## src/rtl/alu_op_issuer.sv

```systemverilog
// Purpose : initiator for the 8-bit ALU. Queues commands, drives one at a time onto
//           the ALU operand/opcode inputs, captures sum/carry and returns them on a
//           valid/ready response channel.
// Latency : push at edge T -> pop T+1 -> issue ends T+2 -> capture T+2+ALU_LAT
//           (illegal opcode: response after T+1). One command per 3+ALU_LAT cycles.
// Backpr. : cmd_ready drops when the FIFO is full or in reset; a stalled response
//           (rsp_valid && !rsp_ready) holds rsp_* and blocks further ALU issue.
// Ports   : clk/res        - clock, synchronous active-high reset
//           cmd_*          - command channel (valid/ready), operands a/b and 3-bit opcode
//           alu_a/b/oper   - registered operands and {9'b0, op} to the ALU
//           alu_sum/c_out  - ALU result inputs
//           rsp_*          - response channel (valid/ready), sum, carry, illegal-op flag
//           busy           - FSM active or FIFO non-empty
//           ops_done       - wrapping count of completed response handoffs
module alu_op_issuer #(
  parameter int DEPTH   = 4,
  parameter int ALU_LAT = 1,
  parameter int CNT_W   = 16
) (
  input  logic             clk,
  input  logic             res,
  input  logic             cmd_valid,
  output logic             cmd_ready,
  input  logic [7:0]       cmd_a,
  input  logic [7:0]       cmd_b,
  input  logic [2:0]       cmd_op,
  output logic [7:0]       alu_a,
  output logic [7:0]       alu_b,
  output logic [11:0]      alu_oper,
  input  logic [7:0]       alu_sum,
  input  logic             alu_c_out,
  output logic             rsp_valid,
  input  logic             rsp_ready,
  output logic [7:0]       rsp_sum,
  output logic             rsp_cout,
  output logic             rsp_err,
  output logic             busy,
  output logic [CNT_W-1:0] ops_done
);

  localparam int AW  = $clog2(DEPTH);
  localparam int WCW = $clog2(ALU_LAT + 1);

  typedef struct packed {
    logic [7:0] a;
    logic [7:0] b;
    logic [2:0] op;
  } cmd_t;

  typedef enum logic [1:0] {IDLE, ISSUE, WAIT, RESP} state_t;

  cmd_t           mem [DEPTH];
  cmd_t           head;
  logic [AW:0]    wr_ptr, rd_ptr;   // extra MSB distinguishes full from empty
  logic           empty, full, push, pop;
  state_t         state, state_nxt;
  logic [WCW-1:0] wait_cnt;
  logic           issue_load, illegal_load, capture, handoff;

  assign empty     = (wr_ptr == rd_ptr);
  assign full      = (wr_ptr[AW] != rd_ptr[AW]) && (wr_ptr[AW-1:0] == rd_ptr[AW-1:0]);
  assign cmd_ready = !full && !res;
  assign push      = cmd_valid && cmd_ready;
  assign head      = mem[rd_ptr[AW-1:0]];
  assign busy      = (state != IDLE) || !empty;

  // Storage only; occupancy is tracked by the pointers, so no reset needed.
  always_ff @(posedge clk) begin
    if (push) mem[wr_ptr[AW-1:0]] <= {cmd_a, cmd_b, cmd_op};
  end

  always_comb begin
    state_nxt    = state;
    pop          = 1'b0;
    issue_load   = 1'b0;
    illegal_load = 1'b0;
    capture      = 1'b0;
    handoff      = 1'b0;
    case (state)
      IDLE: begin
        if (!empty) begin
          pop = 1'b1;
          if (head.op == 3'b111) begin
            illegal_load = 1'b1;
            state_nxt    = RESP;
          end else begin
            issue_load = 1'b1;
            state_nxt  = ISSUE;
          end
        end
      end
      ISSUE: state_nxt = WAIT;
      WAIT: begin
        // Counter hits zero on this edge: the ALU result is valid now.
        if (wait_cnt == WCW'(1)) begin
          capture   = 1'b1;
          state_nxt = RESP;
        end
      end
      RESP: begin
        if (rsp_valid && rsp_ready) begin
          handoff   = 1'b1;
          state_nxt = IDLE;
        end
      end
      default: state_nxt = IDLE;
    endcase
  end

  always_ff @(posedge clk) begin
    if (res) begin
      wr_ptr    <= '0;
      rd_ptr    <= '0;
      state     <= IDLE;
      wait_cnt  <= '0;
      alu_a     <= '0;
      alu_b     <= '0;
      alu_oper  <= '0;
      rsp_valid <= 1'b0;
      rsp_sum   <= '0;
      rsp_cout  <= 1'b0;
      rsp_err   <= 1'b0;
      ops_done  <= '0;
    end else begin
      state <= state_nxt;
      if (push) wr_ptr <= wr_ptr + (AW+1)'(1);
      if (pop)  rd_ptr <= rd_ptr + (AW+1)'(1);

      if (issue_load) begin
        alu_a    <= head.a;
        alu_b    <= head.b;
        alu_oper <= {9'b0, head.op};
      end

      if (state == ISSUE)     wait_cnt <= WCW'(ALU_LAT);
      else if (state == WAIT) wait_cnt <= wait_cnt - WCW'(1);

      // Illegal opcode answers immediately and leaves the ALU inputs untouched.
      if (illegal_load) begin
        rsp_sum   <= '0;
        rsp_cout  <= 1'b0;
        rsp_err   <= 1'b1;
        rsp_valid <= 1'b1;
      end

      if (capture) begin
        rsp_sum   <= alu_sum;
        rsp_cout  <= alu_c_out;
        rsp_err   <= 1'b0;
        rsp_valid <= 1'b1;
      end

      if (handoff) begin
        rsp_valid <= 1'b0;
        ops_done  <= ops_done + CNT_W'(1);
      end
    end
  end

endmodule

```

## config.mk

```make
export PLATFORM = sky130hd
export DESIGN_NAME = alu_op_issuer
export DESIGN_NICKNAME = d
export VERILOG_FILES = /design/src/rtl/alu_op_issuer.sv
export SDC_FILE = /design/constraint.sdc
export NUM_CORES = 1
export LEC_CHECK = 0
export ABC_CLOCK_PERIOD_IN_PS = 2800
export BUFFER_PORTS_ARGS = -buffer_cell sky130_fd_sc_hd__buf_2
export CAP_MARGIN = 10
export CORE_AREA = 2 2 118 120
export DETAILED_ROUTE_END_ITERATION = 10
export DIE_AREA = 0 0 120 122
export GPL_ROUTABILITY_DRIVEN = 1
export PLACE_DENSITY = 0.57
export SYNTH_ARGS = -nofsm -noshare
export SYNTH_HDL_FRONTEND = slang
export SYNTH_SLANG_ARGS = --single-unit
```

## constraint.sdc

```tcl
create_clock -name clk -period 2.8 [get_ports clk]
set_input_delay 0.7 -clock clk [delete_from_list [all_inputs] [get_ports clk]]
set_output_delay 0.7 -clock clk [all_outputs]
set_load 0.01 [all_outputs]
```

==> impl_metrics.prom, run 1 <==
# TYPE chip_impl_metric gauge
chip_impl_metric{name="post_syn_area_per_cell",unit="um2"} 13.8
chip_impl_metric{name="postCtsSetupBuffers",unit=""} 0
chip_impl_metric{name="post_route_cells_drive_above_1_share",unit="%"} 29.9
chip_impl_metric{name="synth_top_cell_area_share",unit="%"} 43.5
chip_impl_metric{name="reg2reg_slack",unit="ns"} 0.51
chip_impl_metric{name="fmax",unit="MHz"} 383
chip_impl_metric{name="detailedPlacementHpwl",unit="um"} 7030
chip_impl_metric{name="cellPowerDensity",unit="nW/um2"} 856
chip_impl_metric{name="route.layer.met1.wl",unit="um"} 4940
chip_impl_metric{name="cts_inserted_buffers",unit=""} 17
chip_impl_metric{name="synth-seq-area-share",unit="%"} 65.3
chip_impl_metric{name="met2_wire_len",unit="um"} 5170
chip_impl_metric{name="clock-skew-final",unit="ns"} 0.00478
chip_impl_metric{name="num-nets-final",unit=""} 514
chip_impl_metric{name="grt_antenna_before_repair",unit=""} 0
chip_impl_metric{name="fp-row-count",unit=""} 43
chip_impl_metric{name="routed-via-count",unit=""} 3376
chip_impl_metric{name="initial_core_util",unit="%"} 38.8
chip_impl_info{name="end_kind",value="output pin"} 1
chip_impl_info{name="yosys_most_used_dff",value="edfxtp_1"} 1
chip_impl_metric{name="numPortBuffers",unit=""} 79
chip_impl_metric{name="met3_wirelength",unit="um"} 587
chip_impl_metric{name="clk_path_buf_depth",unit=""} 2
chip_impl_metric{name="number_of_h_tree_branching_levels",unit=""} 4
chip_impl_info{name="rsz_0062_raised_after_global_routing",value="false"} 1
chip_impl_metric{name="drt-pass1-iter-count",unit=""} 4
chip_impl_metric{name="timing.final.hold_violations",unit=""} 0
chip_impl_metric{name="yosys_warnings",unit=""} 0
chip_impl_metric{name="finalMaxSlewViolations",unit=""} 0
chip_impl_metric{name="total_leakage_power",unit="nW"} 2.37
chip_impl_info{name="timing.critical_path.from",value="state[0]"} 1
chip_impl_metric{name="final_min_period_over_clock_period",unit="%"} 93.2
chip_impl_metric{name="synthArstFlopShare",unit="%"} 0
chip_impl_info{name="routed.top_layer",value="met4"} 1
chip_impl_metric{name="timing_worst_slew_pin_value",unit="ns"} 0.590
chip_impl_metric{name="ys_ff_latch",unit=""} 133
chip_impl_metric{name="area.growth.synth_to_final",unit="%"} 21.8
chip_impl_metric{name="timing.final.setup_violations",unit=""} 0
chip_impl_metric{name="critPathMaxFanout",unit=""} 5
chip_impl_metric{name="total_power",unit="mW"} 5.47
chip_impl_metric{name="holdBufCountCts",unit=""} 0
chip_impl_metric{name="synth_edf_count",unit=""} 76
chip_impl_info{name="min-delay-path-class",value="flop to flop"} 1
chip_impl_metric{name="worst-endpoint-required",unit="ns"} 2.10
chip_impl_metric{name="drc_violation_total_after_the_first_tritonroute_iteration",unit=""} 236
chip_impl_metric{name="syn_inst",unit=""} 381
chip_impl_info{name="hold_path_startpoint",value="alu_b[1]"} 1
chip_impl_metric{name="gp_congestion",unit=""} 0.752
chip_impl_metric{name="finalWirelength",unit="um"} 10800
chip_impl_metric{name="num_io_pins",unit=""} 89
chip_impl_info{name="worst_setup_path_start_kind",value="flop"} 1
chip_impl_metric{name="fin_setup_tns",unit="ns"} 0
chip_impl_metric{name="drt-vias-per-instance",unit=""} 5.08
chip_impl_metric{name="crit_arrival",unit="ns"} 1.91
chip_impl_info{name="run_status",value="completed"} 1
chip_impl_metric{name="fin_crit",unit="ns"} 2.61
chip_impl_metric{name="irDropWorstVdd",unit="mV"} 0.527
chip_impl_metric{name="detail_route.drc_violations",unit=""} 0
chip_impl_metric{name="die_y",unit="um"} 122
chip_impl_metric{name="grt_first_pass_wirelength",unit="um"} 17600
chip_impl_metric{name="track_usage",unit="%"} 16.0
chip_impl_metric{name="clk_transition_reported_paths",unit="ns"} 0.06
chip_impl_info{name="yosys-top-cells-area",value="edfxtp_1 44%, dfxtp_1 22%, mux4_2 8.2%"} 1
chip_impl_metric{name="maxCapViolCount",unit=""} 0
chip_impl_info{name="netlist_top_cells_count",value="76 x edfxtp_1, 57 x dfxtp_1, 34 x a21oi_1, 23 x o21ai_0, 21 x nand3_1"} 1
chip_impl_metric{name="clk-insertion-delay-late",unit="ns"} 0.42
chip_impl_metric{name="cts.sinks",unit=""} 133
chip_impl_metric{name="postRouteAntennaNets",unit=""} 0
chip_impl_metric{name="fill_cells",unit=""} 1248
chip_impl_metric{name="placeableCoreArea",unit="um2"} 13500
chip_impl_info{name="worst-setup-path-type",value="flop to output pin"} 1
chip_impl_metric{name="antenna-diode-count",unit=""} 0
chip_impl_metric{name="die_w",unit="um"} 120
chip_impl_metric{name="post_drt_wl_per_cell",unit="um"} 16.2
chip_impl_info{name="cts_tree",value="done"} 1
chip_impl_info{name="synth_largest_area_cell",value="edfxtp_1"} 1
chip_impl_info{name="synthMostInstantiatedCell",value="edfxtp_1"} 1
chip_impl_metric{name="grt_overflow_total",unit=""} 0
chip_impl_metric{name="syn-cell-area",unit="um2"} 5250
chip_impl_metric{name="design.die.area",unit="um2"} 14600
chip_impl_metric{name="maxSlewHeadroom",unit="%"} 60.3
chip_impl_metric{name="synth_cell_type_count",unit=""} 40
chip_impl_metric{name="pin_count_of_the_biggest_net_entering_global_routing",unit=""} 44
chip_impl_info{name="ctsRootBufferMaster",value="clkbuf_16"} 1
chip_impl_metric{name="first_global_vias",unit=""} 3395
metrics by stage:
stage	area, um2	hold WS [ns]	util [%]	worst slack (ns)	cells
after floorplan	5280	0.455	-	0.413	389
after global placement	5850	0.457	43.3	0.589	633
after detailed placement	5850	0.465	43.3	0.476	633
after CTS	6390	0.476	47.3	0.137	665
after global routing	6390	0.485	47.3	0.0466	665
final	6390	0.474	47.3	0.189	665
per-layer routing:
layer,vias to the layer above,global-route usage (%)
li1,1616,-
met1,1669,20.3
met2,80,26.1
met3,11,5.20
met4,0,4.85
met5,-,0
critical path, stage by stage, from the launching register on:
cell,delay (ns)
dfxtp_1,0.33
inv_1,0.09
ha_2,0.24
inv_1,0.05
or4_1,0.60
buf_2,0.18
layout by cell type (no fill, tap or decap), drive strengths merged, types with 2 or more instances in the layout:
cell / Yosys / routed
nor3: 4 / 4
o21ai: 23 / 23
nor4: 4 / 4
a221oi: 2 / 2
inv: 10 / 11
a21oi: 34 / 34
and2: 4 / 4
a22o: 9 / 9
nor2: 16 / 16
xor2: 5 / 5
a211oi: 2 / 2
edfxtp: 76 / 76
o31ai: 4 / 4
or4: 4 / 4
a31o: 2 / 2
dfxtp: 57 / 57
mux4: 19 / 19
conb: 1 / 9
a311oi: 2 / 2
nand2b: 4 / 4
or3: 6 / 6
xnor2: 8 / 8
buf: 16 / 92
mux2i: 3 / 3
and3: 3 / 3
ha: 10 / 10
nand4: 4 / 4
clkbuf: 12 / 18
nand2: 13 / 13
nand3: 21 / 21
clkinv: 0 / 11
worst paths after layout:
path,cells past startpoint,end
worst min register to register,2,alu_b[1]
worst min-delay path,2,alu_b[1]
worst max register to register,4,rsp_sum[0]
worst max-delay path,5,busy
report_power, final:
part | leakage [nW] | switching, mW | internal (mW)
Clock | 0.264 | 0.817 | 1.21
Combinational | 0.956 | 0.600 | 0.463
Sequential | 1.15 | 0.137 | 2.25
Total | 2.37 | 1.55 | 3.92
sequential cells by signal, indices dropped and copies added, names as in the netlist, 2 cells and up, named ones only:
name,flops
alu_a,8
alu_b,8
alu_oper,3
mem,76
ops_done,16
rd_ptr,3
rsp_sum,8
state,2
wr_ptr,3
kinds of logic after synthesis:
family / after synthesis / synth area share [%]
flops: 133 / 65.3
simple gates: 84 / 8.35
compound gates: 80 / 9.42
buf+inv: 38 / 3.60
mux: 22 / 8.73
xor+xnor: 13 / 2.17
fa+ha+maj: 10 / 2.39
other cells: 1 / 0.0715
cell type report:
cell class / instances / area [um2] / share of cell area, %
multi-input combinational: 218 / 1670 / 26.1
clock inverter: 14 / 111 / 1.74
timing repair buffer: 92 / 493 / 7.71
clock buffer: 18 / 429 / 6.72
sequential: 133 / 3420 / 53.6
inverter: 10 / 37.5 / 0.587
tap: 180 / 225 / 3.52
timing repair:
action	in CTS	in global routing
endpoints found under the hold margin	0	0
gates resized for setup	0	1
setup endpoints to repair	0	1
Note: power is estimated with default switching activity, not from simulation.
==> inputs of run 2 (changes only) <==
- CELL_PAD_IN_SITES_DETAIL_PLACEMENT: not set -> 0
- CELL_PAD_IN_SITES_GLOBAL_PLACEMENT: not set -> 2
- CORE_AREA: 2 2 118 120 -> 2 2 121 123
- DIE_AREA: 0 0 120 122 -> 0 0 123 125
- PLACE_DENSITY: 0.57 -> 0.75
==> run 2 against run 1 <==
Global-route usage down 0.93 points; critical path type unchanged; via count shrank 1.8%; largest cell class unchanged; sequential share of layout area shrank 0.33 points; non-clock buffer count is 2 higher; die area rose by 5.0%.
==> impl_metrics.prom, run 2 (synthesis gave the netlist of run 1 again) <==
# TYPE chip_impl_metric gauge
chip_impl_info{name="run_status",value="completed"} 1
chip_impl_metric{name="clk_path_buf_depth",unit=""} 2
chip_impl_metric{name="detailedPlacementHpwl",unit="um"} 7260
chip_impl_metric{name="numPortBuffers",unit=""} 79
chip_impl_metric{name="p_int",unit="mW"} 4.01
chip_impl_info{name="ctsRootBufferMaster",value="clkbuf_16"} 1
chip_impl_metric{name="combinational_cell_fraction_of_total_power",unit="%"} 19.1
chip_impl_metric{name="reg2reg_slack",unit="ns"} 0.60
chip_impl_metric{name="met2_wire_len",unit="um"} 5120
chip_impl_metric{name="final_area",unit="um2"} 6430
chip_impl_metric{name="grt_overflow_total",unit=""} 0
chip_impl_metric{name="grt_first_pass_wirelength",unit="um"} 17200
chip_impl_metric{name="pin_count_of_the_biggest_net_entering_global_routing",unit=""} 51
chip_impl_metric{name="post_drt_wl_per_cell",unit="um"} 16.1
chip_impl_metric{name="drc_violation_total_after_the_first_tritonroute_iteration",unit=""} 213
chip_impl_metric{name="detailed_place.area",unit="um2"} 5870
chip_impl_metric{name="clk_transition_reported_paths",unit="ns"} 0.05
chip_impl_metric{name="die_w",unit="um"} 123
chip_impl_metric{name="track_usage",unit="%"} 15.0
chip_impl_info{name="end_kind",value="output pin"} 1
chip_impl_metric{name="crit_arrival",unit="ns"} 1.98
chip_impl_metric{name="holdBufCountCts",unit=""} 0
chip_impl_metric{name="p_clk_share",unit="%"} 37.9
chip_impl_metric{name="worst-endpoint-required",unit="ns"} 2.10
chip_impl_metric{name="maxSlewHeadroom",unit="%"} 58.3
chip_impl_metric{name="area.growth.synth_to_final",unit="%"} 22.6
chip_impl_info{name="cp_cell_sequence",value="inv_1 > ha_1 > inv_1 > or4_1 > buf_2"} 1
chip_impl_metric{name="num_io_pins",unit=""} 89
chip_impl_metric{name="die_y",unit="um"} 125
chip_impl_info{name="layout_common_cells",value="79 x buf_2, 76 x edfxtp_1, 57 x dfxtp_1, 34 x a21oi_1, 23 x o21ai_0"} 1
chip_impl_metric{name="first_global_vias",unit=""} 3263
chip_impl_metric{name="drt-vias-per-instance",unit=""} 4.95
chip_impl_info{name="min-delay-path-class",value="flop to flop"} 1
chip_impl_metric{name="timing_worst_slew_pin_value",unit="ns"} 0.620
chip_impl_metric{name="clock-skew-final",unit="ns"} 0.0115
chip_impl_metric{name="timing.final.hold_violations",unit=""} 0
chip_impl_metric{name="placeableCoreArea",unit="um2"} 14200
chip_impl_metric{name="final_min_period_over_clock_period",unit="%"} 95.7
chip_impl_metric{name="finalWirelength",unit="um"} 10800
chip_impl_metric{name="fin_setup_tns",unit="ns"} 0
chip_impl_info{name="worst-setup-path-type",value="flop to output pin"} 1
chip_impl_metric{name="irDropWorstVdd",unit="mV"} 0.488
chip_impl_metric{name="flip_flop_count_of_the_largest_register_all_copies_and_words_added",unit=""} 76
chip_impl_metric{name="power.sequential.fraction",unit="%"} 43.0
chip_impl_metric{name="critPathMaxFanout",unit=""} 5
chip_impl_metric{name="routed-via-count",unit=""} 3314
chip_impl_info{name="critPathSlowestCell",value="or4_1"} 1
chip_impl_metric{name="route.layer.met1.wl",unit="um"} 4680
chip_impl_metric{name="switching_fraction_of_total_power",unit="%"} 27.9
chip_impl_metric{name="num-nets-final",unit=""} 516
chip_impl_metric{name="drt-pass1-iter-count",unit=""} 4
chip_impl_metric{name="maxCapViolCount",unit=""} 0
chip_impl_info{name="routed.top_layer",value="met4"} 1
chip_impl_metric{name="cts_resized",unit=""} 0
chip_impl_metric{name="cpPeakStageDelay",unit="ns"} 0.62
chip_impl_metric{name="gp_congestion",unit=""} 0.718
chip_impl_metric{name="design.die.area",unit="um2"} 15400
chip_impl_metric{name="switching_power",unit="mW"} 1.55
chip_impl_metric{name="grt_antenna_before_repair",unit=""} 0
chip_impl_info{name="rsz_0062_raised_after_global_routing",value="false"} 1
chip_impl_metric{name="post_route_cells_drive_above_1_share",unit="%"} 30.2
chip_impl_metric{name="postCtsSetupBuffers",unit=""} 0
chip_impl_metric{name="cts_inserted_buffers",unit=""} 17
chip_impl_info{name="worst_setup_path_start_kind",value="flop"} 1
chip_impl_metric{name="cellPowerDensity",unit="nW/um2"} 866
chip_impl_metric{name="cts.sinks",unit=""} 133
chip_impl_info{name="cts_tree",value="done"} 1
chip_impl_info{name="layout_commonest_cell",value="buf_2"} 1
chip_impl_metric{name="antenna-diode-count",unit=""} 0
chip_impl_metric{name="fp-row-count",unit=""} 44
chip_impl_metric{name="fmax",unit="MHz"} 373
chip_impl_metric{name="initial_core_util",unit="%"} 36.9
chip_impl_metric{name="fin_crit",unit="ns"} 2.68
chip_impl_metric{name="met3_wirelength",unit="um"} 876
chip_impl_info{name="crit_top_cell",value="inv_1"} 1
chip_impl_metric{name="total_leakage_power",unit="nW"} 2.38
chip_impl_metric{name="number_of_h_tree_branching_levels",unit=""} 4
chip_impl_metric{name="timing.final.setup_violations",unit=""} 0
chip_impl_metric{name="postRouteAntennaNets",unit=""} 0
chip_impl_metric{name="detail_route.drc_violations",unit=""} 0
chip_impl_metric{name="clk-insertion-delay-late",unit="ns"} 0.41
chip_impl_metric{name="finalMaxSlewViolations",unit=""} 0
==> run 2: cell count changes in the layout (fill, tap and decap cells not counted), sizes merged <==
cell,previous run,this run
clkinv,11,4
clkinvlp,1,4
buf,92,94
bufinv,1,2
clkbuf,18,19
inv,11,12
==> run 2: layer usage <==
metal | vias to the layer above | global-route usage (%)
li1 | 1610 | -
met5 | - | 0
met1 | 1575 | 19.3
met2 | 115 | 23.2
met3 | 14 | 6.16
met4 | 0 | 4.75
==> run 2: area by class of cell <==
| class | count | area (um2) |
|---|---|---|
| fill | 1294 | 7770 |
| sequential | 133 | 3420 |
| multi-input combinational | 218 | 1670 |
| timing repair buffer | 94 | 508 |
| clock buffer | 19 | 433 |
| tap | 184 | 230 |
| clock inverter | 12 | 130 |
| inverter | 10 | 37.5 |
==> run 2: power groups by stage <==
stage,Sequential [mW],Combinational [mW],Clock [mW]
global route,2.42,1.18,2.25
detailed placement,2.43,1.08,0
CTS,2.39,1.08,2.15
finish,2.39,1.07,2.11
floorplan,2.43,0.697,0
global placement,2.43,1.07,0
==> run 2: path summary, 6_finish.rpt <==
kind	from	depth (start not counted)	to
setup / recovery	state[0]	5	busy
hold / removal	rsp_sum[2]	1	rsp_sum[2]
setup reg to reg	flop	4	rsp_sum[7]
hold reg to reg	rsp_sum[2]	1	rsp_sum[2]
==> run 2: metrics by stage <==
| stage | utilization (%) | hold WS, ns | instances | power (mW) | worst slack, ns |
|---|---|---|---|---|---|
| global placement | 41.3 | 0.461 | 639 | 3.50 | 0.574 |
| detailed placement | 41.3 | 0.467 | 639 | 3.51 | 0.566 |
| CTS | 45.3 | 0.477 | 670 | 5.63 | 0.119 |
| floorplan | - | 0.455 | 389 | 3.12 | 0.413 |
| finish | 45.3 | 0.475 | 670 | 5.57 | 0.120 |
| global route | 45.3 | 0.482 | 670 | 5.85 | 0.00915 |
==> run 2: worst max-delay path, delay by kind of cell (launching register included) <==
family | cells | cell delay [ns]
adder cells (fa/ha/maj) | 1 | 0.27
AND/OR/NAND/NOR | 1 | 0.62
flip-flops | 1 | 0.34
buffers and inverters | 3 | 0.33
==> inputs of run 3 (changes only) <==
- CORE_AREA: 2 2 121 123 -> 2 2 126 128
- DIE_AREA: 0 0 123 125 -> 0 0 128 130
- PLACE_DENSITY: 0.75 -> 0.7
==> run 3 against run 2 <==
Maximum frequency grew 1.7%; register-to-register slack worse by 0.02 ns; worst hold slack got worse by 0.0040 ns; largest power group unchanged; die area grew 8.2%; non-clock buffer count increased by 2; flip-flop and latch count did not move; critical path depth stayed put; total power increased by 4.4%.
==> impl_metrics.prom, run 3 (synthesis gave the netlist of run 1 again) <==
# TYPE chip_impl_metric gauge
chip_impl_info{name="cts_tree",value="done"} 1
chip_impl_metric{name="timing_worst_slew_pin_value",unit="ns"} 0.677
chip_impl_metric{name="crit_arrival",unit="ns"} 1.93
chip_impl_metric{name="r2r.worst_path.cells",unit=""} 4
chip_impl_metric{name="clk-insertion-delay-late",unit="ns"} 0.42
chip_impl_metric{name="clock-skew-final",unit="ns"} 0.00856
chip_impl_metric{name="critPathMaxFanout",unit=""} 5
chip_impl_info{name="min-delay-path-class",value="flop to flop"} 1
chip_impl_info{name="ctsRootBufferMaster",value="clkbuf_16"} 1
chip_impl_metric{name="post_route_cells_drive_above_1_share",unit="%"} 30.7
chip_impl_metric{name="grt_overflow_total",unit=""} 0
chip_impl_metric{name="timing.final.setup_violations",unit=""} 0
chip_impl_metric{name="clk_transition_reported_paths",unit="ns"} 0.06
chip_impl_metric{name="total_leakage_power",unit="nW"} 2.43
chip_impl_metric{name="first_global_vias",unit=""} 3311
chip_impl_metric{name="area.growth.synth_to_final",unit="%"} 24.1
chip_impl_info{name="run_status",value="completed"} 1
chip_impl_metric{name="drc_violation_total_after_the_first_tritonroute_iteration",unit=""} 160
chip_impl_metric{name="irDropWorstVdd",unit="mV"} 0.725
chip_impl_metric{name="drt-vias-per-instance",unit=""} 4.97
chip_impl_metric{name="post_drt_wl_per_cell",unit="um"} 17.0
chip_impl_metric{name="grt_first_pass_wirelength",unit="um"} 18000
chip_impl_metric{name="pin_count_of_the_biggest_net_entering_global_routing",unit=""} 52
chip_impl_metric{name="place.detailed.instances",unit=""} 649
chip_impl_info{name="worst_setup_path_start_kind",value="flop"} 1
chip_impl_metric{name="final_min_period_over_clock_period",unit="%"} 94.1
chip_impl_metric{name="cellPowerDensity",unit="nW/um2"} 892
chip_impl_metric{name="flip_flop_count_of_the_largest_register_all_copies_and_words_added",unit=""} 76
chip_impl_metric{name="drt-pass1-iter-count",unit=""} 4
chip_impl_metric{name="cts.sinks",unit=""} 133
chip_impl_metric{name="finish.utilization",unit="%"} 42.2
chip_impl_metric{name="gp_congestion",unit=""} 0.692
chip_impl_metric{name="fin_worst_hold_slack",unit="ns"} 0.471
chip_impl_metric{name="die_w",unit="um"} 128
chip_impl_metric{name="final_area",unit="um2"} 6510
chip_impl_info{name="layout_commonest_cell",value="buf_2"} 1
chip_impl_metric{name="routed-via-count",unit=""} 3385
chip_impl_metric{name="postRouteAntennaNets",unit=""} 0
chip_impl_metric{name="clk_path_buf_depth",unit=""} 2
chip_impl_metric{name="track_usage",unit="%"} 14.7
chip_impl_metric{name="postCtsSetupBuffers",unit=""} 0
chip_impl_metric{name="fmax",unit="MHz"} 380
chip_impl_metric{name="die_y",unit="um"} 130
chip_impl_metric{name="whs_path_depth",unit=""} 1
chip_impl_metric{name="number_of_h_tree_branching_levels",unit=""} 4
chip_impl_metric{name="num-nets-final",unit=""} 518
chip_impl_metric{name="finish.cell_count_without_fillers",unit=""} 681
chip_impl_info{name="layout_common_cells",value="79 x buf_2, 76 x edfxtp_1, 57 x dfxtp_1, 34 x a21oi_1, 23 x o21ai_0"} 1
chip_impl_metric{name="detailedPlacementHpwl",unit="um"} 7630
chip_impl_metric{name="maxSlewHeadroom",unit="%"} 54.5
chip_impl_metric{name="design.die.area",unit="um2"} 16600
chip_impl_metric{name="placeableCoreArea",unit="um2"} 15400
chip_impl_metric{name="detail_route.drc_violations",unit=""} 0
chip_impl_metric{name="finalWirelength",unit="um"} 11600
chip_impl_metric{name="fin_setup_tns",unit="ns"} 0
chip_impl_info{name="worst-setup-path-type",value="flop to output pin"} 1
chip_impl_metric{name="timing.final.hold_violations",unit=""} 0
chip_impl_metric{name="worst-endpoint-required",unit="ns"} 2.10
chip_impl_metric{name="grt_antenna_before_repair",unit=""} 0
chip_impl_metric{name="num_io_pins",unit=""} 89
chip_impl_metric{name="antenna-diode-count",unit=""} 0
chip_impl_metric{name="maxCapViolCount",unit=""} 0
chip_impl_metric{name="numPortBuffers",unit=""} 79
chip_impl_info{name="rsz_0062_raised_after_global_routing",value="false"} 1
chip_impl_metric{name="detailed_place.area",unit="um2"} 5890
chip_impl_info{name="end_kind",value="output pin"} 1
chip_impl_metric{name="fp-row-count",unit=""} 46
chip_impl_metric{name="fin_crit",unit="ns"} 2.63
chip_impl_metric{name="initial_core_util",unit="%"} 34.0
chip_impl_metric{name="cts_inserted_buffers",unit=""} 17
chip_impl_metric{name="finalMaxSlewViolations",unit=""} 0
==> run 3: cell count changes in the layout (fill, tap and decap cells not counted) <==
cell / before / now
clkinv_4: 1 / 3
bufinv_16: 2 / 4
ha_2: 0 / 1
buf_4: 15 / 17
ha_1: 10 / 9
clkbuf_1: 2 / 3
clkinvlp_4: 4 / 0
==> run 3: worst paths after layout <==
path / startpoint / end / slack (ns)
max: state[0] / busy / 0.17
min: rsp_sum[4] / rsp_sum[4] / 0.47
max reg2reg: flop / rsp_sum[6] / 0.58
min reg2reg: rsp_sum[4] / rsp_sum[4] / 0.47
==> run 3: repair_timing <==
action | in CTS | in global routing
endpoints found under the setup margin | 0 | 1
hold buffers | 0 | 0
resized for setup | 0 | 1
==> run 3: report_power, final <==
part	leakage [nW]	switching, mW	internal [mW]	total, mW
logic	0.978	0.626	0.473	1.10
clock network	0.300	0.822	1.49	2.31
registers	1.15	0.148	2.25	2.40
total	2.43	1.60	4.21	5.81
==> run 3: layout make-up <==
class | count | area [um2]
Tap cell | 192 | 240
Inverter | 10 | 37.5
Fill cell | 1442 | 8920
Multi-Input combinational cell | 218 | 1670
Timing Repair Buffer | 96 | 523
Clock buffer | 20 | 437
Sequential cell | 133 | 3420
Clock inverter | 12 | 178
==> run 3: critical path: stages (launching register included) <==
cell	delay (ns)
dfxtp_1	0.34
inv_1	0.09
ha_2	0.24
inv_1	0.05
or4_1	0.62
buf_2	0.20
==> run 3: stage by stage <==
step | power [mW] | setup slack, ns
2_1_floorplan | 3.12 | 0.413
3_3_place_gp | 3.52 | 0.576
3_5_place_dp | 3.54 | 0.556
4_1_cts | 5.88 | 0.103
5_1_grt | 6.09 | 0.00319
6_report | 5.81 | 0.165
==> run 3: per-layer routing <==
metal / wire [um] / global-route usage (%) / up-vias
met4: 153 / 5.56 / 0
met3: 618 / 4.84 / 10
li1: - / - / 1609
met2: 5500 / 23.7 / 91
met1: 5300 / 18.5 / 1675
met5: 0 / 0 / -
